<file path="src/rtl/mem_access.sv">
// mem_access: MIPS memory-stage load/store unit driving a req/ack data bus with stall, misalign and timeout flags
module mem_access #(
  parameter int ACK_TIMEOUT = 255
) (
  input  logic        clk,
  input  logic        rst_n,
  input  logic        MemRead,
  input  logic        MemWrite,
  input  logic [1:0]  memSize,
  input  logic        memUnsigned,
  input  logic [31:0] ALUResult,
  input  logic [31:0] storeData,
  output logic [31:0] readData,
  output logic        stall,
  output logic        misaligned,
  output logic        busError,
  output logic        memReq,
  output logic        memWe,
  output logic [31:0] memAddr,
  output logic [3:0]  memBe,
  output logic [31:0] memWData,
  input  logic [31:0] memRData,
  input  logic        memAck
);
  typedef enum logic [1:0] {IDLE, REQ, DONE} state_t;
  state_t state, state_nxt;
  logic [15:0] cnt;
  logic [1:0] lat_off, lat_size;
  logic lat_uns;
  logic free, op, aligned, accept, timeout;
  logic [3:0] be;
  logic [31:0] wdata, sh, ld;
  always_comb begin
    free = state != REQ;
    op = MemRead | MemWrite;
    aligned = memSize == 2'd0 ? 1'b1 : memSize == 2'd1 ? !ALUResult[0] : ALUResult[1:0] == 2'd0;
    accept = free & op & aligned;
    misaligned = rst_n & free & op & !aligned;
    stall = !free | accept;
    timeout = !free & !memAck & (ACK_TIMEOUT != 0) & ({1'b0, cnt} + 17'd1 == 17'(ACK_TIMEOUT));
    state_nxt = accept ? REQ : free ? IDLE : memAck ? DONE : timeout ? IDLE : REQ;
    be = memSize == 2'd0 ? 4'b0001 << ALUResult[1:0] :
         memSize == 2'd1 ? (ALUResult[1] ? 4'b1100 : 4'b0011) : 4'b1111;
    wdata = memSize == 2'd0 ? {4{storeData[7:0]}} :
            memSize == 2'd1 ? {2{storeData[15:0]}} : storeData;
    sh = memRData >> {lat_off, 3'b000};
    ld = lat_size == 2'd0 ? {{24{!lat_uns & sh[7]}}, sh[7:0]} :
         lat_size == 2'd1 ? {{16{!lat_uns & sh[15]}}, sh[15:0]} : memRData;
  end
  always_ff @(posedge clk) begin
    if (!rst_n) begin
      state <= IDLE;
      cnt <= '0;
      readData <= '0;
      busError <= 1'b0;
      memReq <= 1'b0;
      memWe <= 1'b0;
      memAddr <= '0;
      memBe <= '0;
      memWData <= '0;
      lat_off <= '0;
      lat_size <= '0;
      lat_uns <= 1'b0;
    end else begin
      state <= state_nxt;
      busError <= timeout;
      if (accept) begin
        memReq <= 1'b1;
        memWe <= !MemRead;
        memAddr <= {ALUResult[31:2], 2'b00};
        memBe <= be;
        memWData <= wdata;
        lat_off <= ALUResult[1:0];
        lat_size <= memSize;
        lat_uns <= memUnsigned;
        cnt <= '0;
      end else if (!free) begin
        if (memAck | timeout) memReq <= 1'b0;
        if (memAck & !memWe) readData <= ld;
        cnt <= memAck ? '0 : cnt + 16'd1;
      end
    end
  end
endmodule

</file>
<file path="config.mk">
export PLATFORM = sky130hd
export DESIGN_NAME = mem_access
export DESIGN_NICKNAME = d
export VERILOG_FILES = /design/src/rtl/mem_access.sv
export SDC_FILE = /design/constraint.sdc
export NUM_CORES = 1
export LEC_CHECK = 0
export CORE_MARGIN = 2
export CORE_UTILIZATION = 30
export CTS_CLUSTER_SIZE = 10
export DETAILED_ROUTE_END_ITERATION = 8
export GPL_ROUTABILITY_DRIVEN = 1
export GPL_TIMING_DRIVEN = 0
export PLACE_DENSITY = 0.61
export SYNTH_ARGS = -nofsm -noshare
export SYNTH_HDL_FRONTEND = slang
export SYNTH_SLANG_ARGS = --single-unit
</file>
<file path="constraint.sdc">
create_clock -name clk -period 2 [get_ports clk]
set_clock_uncertainty 0.1 [all_clocks]
set_input_delay 0.2 -clock clk [delete_from_list [all_inputs] [get_ports clk]]
set_output_delay 0.2 -clock clk [all_outputs]
set_load 0.01 [all_outputs]
</file>
==> impl_metrics.json, run 1 <==
{
  "worst_skew_pair.late_latency_ps": 410,
  "min_period_ps": 1980,
  "wl_met1_mm": 8.74,
  "cpMaxStageDelayCell": "dfxtp_2",
  "mostFrequentLayoutCells": "clkdlybuf4s50_1, nand2_1, dfxtp_1, a21oi_1, o21ai_0",
  "slew_violations": 0,
  "start_util_pct": 30.9,
  "cp-start-kind": "flip-flop",
  "netlist_area_sq_um": 5600,
  "route.met3.wl_mm": 1.61,
  "dp_cells": 1157,
  "first_pass_iters": 4,
  "synth_seq_cells": 124,
  "multi_input_area_sq_um": 2890,
  "cpPeakStageDelay_ps": 400,
  "end_kind": "flip-flop",
  "regArea_sq_um": 2490,
  "die-width_microns": 141,
  "maxSlewHeadroom_pct": 55.0,
  "ys_types": 50,
  "rsz0062_at_grt": "yes",
  "yosys_warnings": 0,
  "cp_data_required_time_ps": 2210,
  "crit_buf_inv": 0,
  "cp.arrival_ps": 2190,
  "outcome": "finished, final reports clean",
  "cts-root-buf": "clkbuf_16",
  "tightestPinTransition_ps": 674,
  "cts_buffers": 17,
  "core-area_sq_um": 18100,
  "wire_per_inst_microns": 16.7,
  "crit_fanout": 6,
  "gp_congestion": 0.825,
  "period_share_pct": 99.2,
  "finalHoldViolCount": 0,
  "dieArea_sq_um": 19800,
  "cts.sinks": 124,
  "grt_pass1_wl_mm": 31.6,
  "setup_viol": 0,
  "max_freq_mhz": 504,
  "synth_top_area_share_pct": 44.3,
  "clk_pin_slew_ps": 60,
  "hold_class": "primary input to flip-flop",
  "final_common_cell": "clkdlybuf4s50_1",
  "critPathKind": "flip-flop to flip-flop",
  "netlist_top_cells_area": "dfxtp_1, nand2_1, a21oi_1",
  "hpwl_mm": 14.6,
  "drt_iter0_drc": 362,
  "r2r_setup_slack_ps": 20,
  "synthCells": 723,
  "highest_layer": "met4",
  "num-fill-cells": 1799,
  "met2_length_mm": 9.27,
  "worst_slack_ps": 16.7,
  "ys_seq_area_share_pct": 44.3,
  "drv_cap": 0,
  "pin_count": 209,
  "p_per_area_nw_per_um2": 825,
  "die-height_microns": 141,
  "vias": 5964,
  "cts_tree": "done",
  "antenna_found_initial": 1,
  "htree_levels": 4,
  "drc": 0,
  "nNetsFinal": 1057,
  "postSynthAreaPerCell_sq_um": 7.75,
  "grt_max_degree": 17,
  "p_leak_nw": 3.18,
  "drive_above_1_share_pct": 10.4,
  "wl_mm": 19.9,
  "fin_cells": 1193,
  "clk_path_buf_depth": 2,
  "ant_nets": 0,
  "tns_ps": 0,
  "area_delta_synth_final_pct": 54.2,
  "path_cells": "ha_4 > nand3_2 > nor3_4 > xor2_1 > or3b_1 > nor4_2",
  "yosys.area.top_type": "dfxtp_1",
  "path_delay_family": "simple AND/OR/NAND/NOR gates",
  "rows": 49,
  "place_worst_setup_slack_ps": -719,
  "grt_overflow": 0,
  "n_antenna_cell": 0,
  "port-buffer-count": 204,
  "grt_pass1_vias": 5794,
  "track_usage_pct": 20.3,
  "ir_drop_mv": 0.568,
  "via_per_inst": 5.00
}
## sequential cells by signal, indices dropped and copies added, names as in the netlist
| register | cells |
|---|---|
| memWe | 1 |
| state | 2 |
| busError | 1 |
| lat_off | 2 |
| readData | 32 |
| cnt | 16 |
| memBe | 4 |
| memWData | 32 |
| lat_uns | 1 |
| memAddr | 30 |
| memReq | 1 |
| lat_size | 2 |
## area by class of cell
class	instances	area share, %
buffer	57	3.48
clock buffer	17	4.92
clock inverter	15	1.74
inverter	6	0.261
multi-input combinational	536	33.5
sequential	124	28.8
tap	229	3.32
timing repair buffer	209	24.0
## path summary, 6_finish.rpt
check         startpoint  depth (start not counted)           to
min               memAck                          3     state[1]
max               cnt[1]                          6     busError
min reg2reg  memAddr[29]                          2  memAddr[29]
max reg2reg       cnt[1]                          6     busError
## report_power, final
part	internal [mW]	switching, mW
Sequential	2.64	0.0916
Combinational	0.676	0.693
Clock	1.83	1.20
Total	5.14	1.98
## per-layer routing
layer / up-vias / GRT usage, %
li1: 2968 / -
met1: 2774 / 25.5
met2: 203 / 32.7
met3: 19 / 7.37
met4: 0 / 5.89
met5: - / 0
## metrics by stage
| step | hold slack (ps) | cell area (sq um) | utilization [%] | total power [mW] |
|---|---|---|---|---|
| floorplan | 196 | 5610 | - | 3.38 |
| global placement | 341 | 7940 | 43.8 | 4.13 |
| detailed placement | 347 | 7940 | 43.8 | 4.14 |
| global route | 55.9 | 8640 | 47.6 | 7.48 |
| CTS | 42.4 | 8590 | 47.3 | 7.19 |
| finish | 51.9 | 8640 | 47.6 | 7.13 |
## Yosys cell counts (all sizes together)
cell type,instances
inv,6
buf,22
or3,3
o22ai,3
nand3,6
ha,2
mux2i,26
xnor2,1
o21a,1
o31a,1
xor2,3
nand3b,1
mux4,1
a22oi,7
dfxtp,124
and2,1
nand2b,4
o21bai,1
nor4,3
and3,3
or2,4
nand2,162
a211oi,13
nand4b,1
nor2b,6
and4,3
a31oi,7
conb,1
or3b,1
a21o,3
o211ai,1
nand4,7
a21oi,109
clkbuf,36
nor2,61
nor3,11
a311oi,8
o21ai,63
o221ai,7
## worst register-to-register path: cells and delay by family, from the launching register on
kind                     cells  cell delay (ps)
AND/OR/NAND/NOR              4             1070
XOR/XNOR                     1              120
flip-flops                   1              400
adder cells (fa/ha/maj)      1              190
## logic make-up after synthesis
logic type | count (synthesis) | synth area share, %
buffers and inverters | 64 | 5.43
flip-flops | 124 | 44.3
adder cells (fa/ha/maj) | 2 | 0.447
AO/OA/AOI/OAI | 224 | 22.8
AND/OR/NAND/NOR | 277 | 21.3
multiplexers | 27 | 5.05
XOR/XNOR | 4 | 0.626
other | 1 | 0.0669
## what timing repair did
item	CTS	global route
resized for setup	26	24
buffers inserted	2	3
hold buffers	0	0
endpoints found under the setup margin	75	61
pin swaps	1	1
No activity file was read; power rests on OpenSTA's default activity.
==> run 2, diff against run 1 <==
- PLACE_DENSITY: 0.61 -> 0.59
- clock period: 2 -> 2.3 ns (I/O delays scaled with it)
==> impl_metrics.json, run 2 (synthesis results as in run 1) <==
{
  "outcome": "finished, final reports clean",
  "max_freq_mhz": 449,
  "grt_pass1_wl_mm": 30.9,
  "die-width_microns": 141,
  "cp.arrival_ps": 2440,
  "cpPeakStageDelay_ps": 420,
  "antenna_found_initial": 0,
  "num-fill-cells": 1820,
  "nNetsFinal": 1053,
  "cp_data_required_time_ps": 2510,
  "mostFrequentLayoutCells": "clkdlybuf4s50_1, nand2_1, dfxtp_1, a21oi_1, o21ai_0",
  "rsz0062_at_grt": "no",
  "drt_iter0_drc": 327,
  "area_delta_synth_final_pct": 54.2,
  "gp_congestion": 0.802,
  "via_per_inst": 4.96,
  "crit_path_start": "cnt[1]",
  "port-buffer-count": 204,
  "hold_class": "primary input to flip-flop",
  "drc": 0,
  "wire_per_inst_microns": 16.7,
  "track_usage_pct": 19.8,
  "setup_viol": 0,
  "maxSlewHeadroom_pct": 52.9,
  "drive_above_1_share_pct": 7.81,
  "grt_overflow": 0,
  "cp-start-kind": "flip-flop",
  "rows": 49,
  "cts_buffers": 17,
  "crit_buf_inv": 0,
  "whs_ps": 88.5,
  "largest_registers": "memWData: 32 flops, readData: 32 flops, memAddr: 30 flops",
  "p_per_area_nw_per_um2": 754,
  "finalHoldViolCount": 0,
  "clk_path_buf_depth": 2,
  "worst_skew_pair.late_latency_ps": 420,
  "clk_pin_slew_ps": 60,
  "power.total_mw": 6.51,
  "fin_cells": 1189,
  "die-height_microns": 141,
  "hold_buffers": 0,
  "hpwl_mm": 14.7,
  "htree_levels": 4,
  "min_period_ps": 2230,
  "r2r_setup_slack_ps": 70,
  "cts_tree": "done",
  "tightestPinTransition_ps": 706,
  "drv_cap": 0,
  "n_antenna_cell": 0,
  "final_core_util_pct": 47.6,
  "tns_ps": 0,
  "path_cells": "ha_2 > nand3_1 > nor3_4 > xor2_1 > or3b_1 > nor4_2",
  "slew_violations": 0,
  "timing.rr.end": "busError",
  "dp_cells": 1157,
  "start_util_pct": 30.9,
  "period_share_pct": 96.9,
  "cpMaxStageDelayCell": "dfxtp_1",
  "cts-root-buf": "clkbuf_16",
  "grt_max_degree": 17,
  "path_delay_family": "simple AND/OR/NAND/NOR gates",
  "crit_fanout": 6,
  "end_kind": "flip-flop",
  "p_leak_nw": 3.19,
  "wl_mm": 19.9,
  "path_depth": 6,
  "grt_pass1_vias": 5665,
  "endpoint": "busError",
  "pin_count": 209,
  "ir_drop_mv": 0.553,
  "critPathKind": "flip-flop to flip-flop",
  "cts.sinks": 124,
  "dieArea_sq_um": 19800,
  "r2r_start": "cnt[1]",
  "core-area_sq_um": 18100,
  "final_common_cell": "clkdlybuf4s50_1",
  "reg2reg_depth": 6,
  "ant_nets": 0,
  "vias": 5899,
  "first_pass_iters": 4
}
[run 2: repair_timing]
item                                    4_1_cts  5_1_grt
endpoints found under the setup margin        3       14
pin swaps                                     2        0
gates resized for setup                       7        9
buffers inserted                              2        0
[run 2: routing by layer]
| metal | global-route usage [%] | up-vias | share of wire [%] |
|---|---|---|---|
| met3 | 7.64 | 23 | 8.2 |
| met5 | 0 | - | 0 |
| met4 | 5.95 | 0 | 1.5 |
| met2 | 31.5 | 188 | 46 |
| met1 | 25.0 | 2740 | 45 |
| li1 | - | 2948 | - |
[run 2: worst min path at each step]
stage	cells after the start	endpoint	start	slack [ps]
after floorplan	1	memWe	MemRead	230
after global placement	2	readData[5]	readData[5]	340
after global routing	3	state[1]	memAck	90
after CTS	3	state[1]	memAck	70
final	3	state[1]	memAck	90
after detailed placement	2	readData[6]	readData[6]	350
[run 2: worst register-to-register path, delay by kind of cell (launching register included)]
kind / cells / cell delay [ps]
XOR/XNOR: 1 / 120
flip-flops: 1 / 420
AND/OR/NAND/NOR: 4 / 1200
adder cells (fa/ha/maj): 1 / 280
[run 2: report_power, final]
group | leakage (nW) | internal, mW | switching [mW] | total [mW]
Combinational | 1.87 | 0.579 | 0.603 | 1.18
Clock | 0.310 | 1.91 | 1.04 | 2.96
Sequential | 1.01 | 2.29 | 0.0799 | 2.37
Total | 3.19 | 4.79 | 1.73 | 6.51
[run 2: through the flow]
step | worst slack [ps] | area [sq um]
finish | 71.5 | 8640
global route | 19.9 | 8640
CTS | -58.5 | 8620
detailed placement | -466 | 7930
global placement | -473 | 7930
floorplan | 294 | 5610
[run 2: final cells by class]
| type | instances | area (sq um) | area share (%) |
|---|---|---|---|
| plain buffers | 56 | 277 | 3.20 |
| clock buffers | 20 | 467 | 5.40 |
| clock inverters | 12 | 183 | 2.12 |
| inverters | 6 | 22.5 | 0.261 |
| multi-input cells | 536 | 2860 | 33.1 |
| flip-flops and latches | 124 | 2480 | 28.7 |
| well taps | 229 | 287 | 3.32 |
| repair buffers | 206 | 2060 | 23.9 |
==> run 3, diff against run 2 <==
- PLACE_DENSITY: 0.59 -> 0.56
==> impl_metrics.json, run 3 (synthesis results as in run 1) <==
{
  "cts_buffers": 17,
  "clk_pin_slew_ps": 50,
  "placed_cell_area_sq_um": 7930,
  "wl_mm": 20.0,
  "whs_ps": 106,
  "clk_path_buf_depth": 2,
  "ir_drop_mv": 0.508,
  "worst_skew_pair.late_latency_ps": 420,
  "drt_iter0_drc": 252,
  "die-width_microns": 141,
  "crit_fanout": 4,
  "antenna_found_initial": 0,
  "min_period_ps": 2170,
  "first_pass_iters": 5,
  "hold_class": "primary input to flip-flop",
  "nNetsFinal": 1053,
  "grt_pass1_vias": 5660,
  "slew_violations": 0,
  "r2r_start": "cnt[1]",
  "fin_cells": 1189,
  "start_util_pct": 30.9,
  "worst_slack_ps": 134,
  "p_leak_nw": 3.14,
  "p_per_area_nw_per_um2": 729,
  "wire_per_inst_microns": 16.9,
  "path_cells": "nand2b_4 > o21ai_1 > nor4_2 > clkdlybuf4s50_1",
  "hold_start": "memAck",
  "largest_registers": "memWData: 32 flops, readData: 32 flops, memAddr: 30 flops",
  "die-height_microns": 141,
  "cp-start-kind": "flip-flop",
  "cp_data_required_time_ps": 1970,
  "cts_tree": "done",
  "area_delta_synth_final_pct": 53.0,
  "tightestPinTransition_ps": 703,
  "drv_cap": 0,
  "period_share_pct": 94.2,
  "n_antenna_cell": 0,
  "hold_buffers": 0,
  "whs_path_depth": 3,
  "cpMaxStageDelayCell": "clkdlybuf4s50_1",
  "grt_pass1_wl_mm": 31.2,
  "rsz0062_at_grt": "no",
  "finalHoldViolCount": 0,
  "crit_path_start": "state[1]",
  "setup_viol": 0,
  "htree_levels": 4,
  "pin_count": 209,
  "mostFrequentLayoutCells": "clkdlybuf4s50_1, nand2_1, dfxtp_1, a21oi_1, o21ai_0",
  "outcome": "finished, final reports clean",
  "grt_overflow": 0,
  "dp_cells": 1157,
  "tns_ps": 0,
  "cp.arrival_ps": 1840,
  "critPathKind": "flip-flop to output port",
  "drive_above_1_share_pct": 7.71,
  "drc": 0,
  "core-area_sq_um": 18100,
  "track_usage_pct": 20.0,
  "port-buffer-count": 204,
  "grt_max_degree": 17,
  "num-fill-cells": 1849,
  "cts.sinks": 124,
  "vias": 5842,
  "ant_nets": 0,
  "place_worst_setup_slack_ps": -460,
  "reg2reg_depth": 6,
  "rows": 49,
  "maxSlewHeadroom_pct": 53.1,
  "fin_area_sq_um": 8570,
  "cts-root-buf": "clkbuf_16",
  "cpPeakStageDelay_ps": 590,
  "gp_congestion": 0.796,
  "final_common_cell": "clkdlybuf4s50_1",
  "via_per_inst": 4.91,
  "dieArea_sq_um": 19800,
  "max_freq_mhz": 462,
  "end_kind": "output port",
  "hpwl_mm": 14.7
}
## run 3: layout make-up
| cell class | instances | area [sq um] | share of cell area [%] |
|---|---|---|---|
| clock inverters | 15 | 164 | 1.91 |
| flip-flops and latches | 124 | 2480 | 29.0 |
| repair buffers | 205 | 2040 | 23.8 |
| clock buffers | 17 | 425 | 4.96 |
| multi-input cells | 536 | 2860 | 33.4 |
| inverters | 6 | 22.5 | 0.263 |
| plain buffers | 57 | 283 | 3.30 |
| well taps | 229 | 287 | 3.34 |
## run 3: worst paths after layout
check | to | slack, ps
max reg2reg | busError | 160
max | misaligned | 130
min | state[1] | 110
min reg2reg | memAddr[13] | 350
## run 3: power breakdown
group / switching, mW / leakage [nW] / internal [mW] / total [mW]
registers: 0.0801 / 1.01 / 2.29 / 2.37
logic: 0.599 / 1.84 / 0.575 / 1.17
clock network: 1.09 / 0.285 / 1.61 / 2.70
## run 3: through the flow
step	total power, mW	utilization, %
after detailed placement	3.60	43.7
after global routing	6.52	47.2
after global placement	3.59	43.7
after CTS	6.31	47.2
final	6.25	47.2
after floorplan	2.94	-
## run 3: critical path, delay by kind of cell (launching register included)
family | cells | cell delay [ps]
compound gates | 1 | 120
flops | 1 | 330
buf+inv | 1 | 590
simple gates | 2 | 370
## run 3: what timing repair did
| action | 4_1_cts | 5_1_grt |
|---|---|---|
| endpoints found under the setup margin | 3 | 7 |
| buffers inserted | 1 | 0 |
| gates resized for setup | 13 | 4 |
| pin swaps | 1 | 0 |
## run 3: layer usage
| metal | wire length, microns | global-route usage, % | vias up |
|---|---|---|---|
| met5 | 0 | 0 | - |
| met3 | 1690 | 7.98 | 16 |
| met1 | 8780 | 24.9 | 2685 |
| met4 | 219 | 4.58 | 0 |
| met2 | 9360 | 32.8 | 181 |
| li1 | - | - | 2960 |
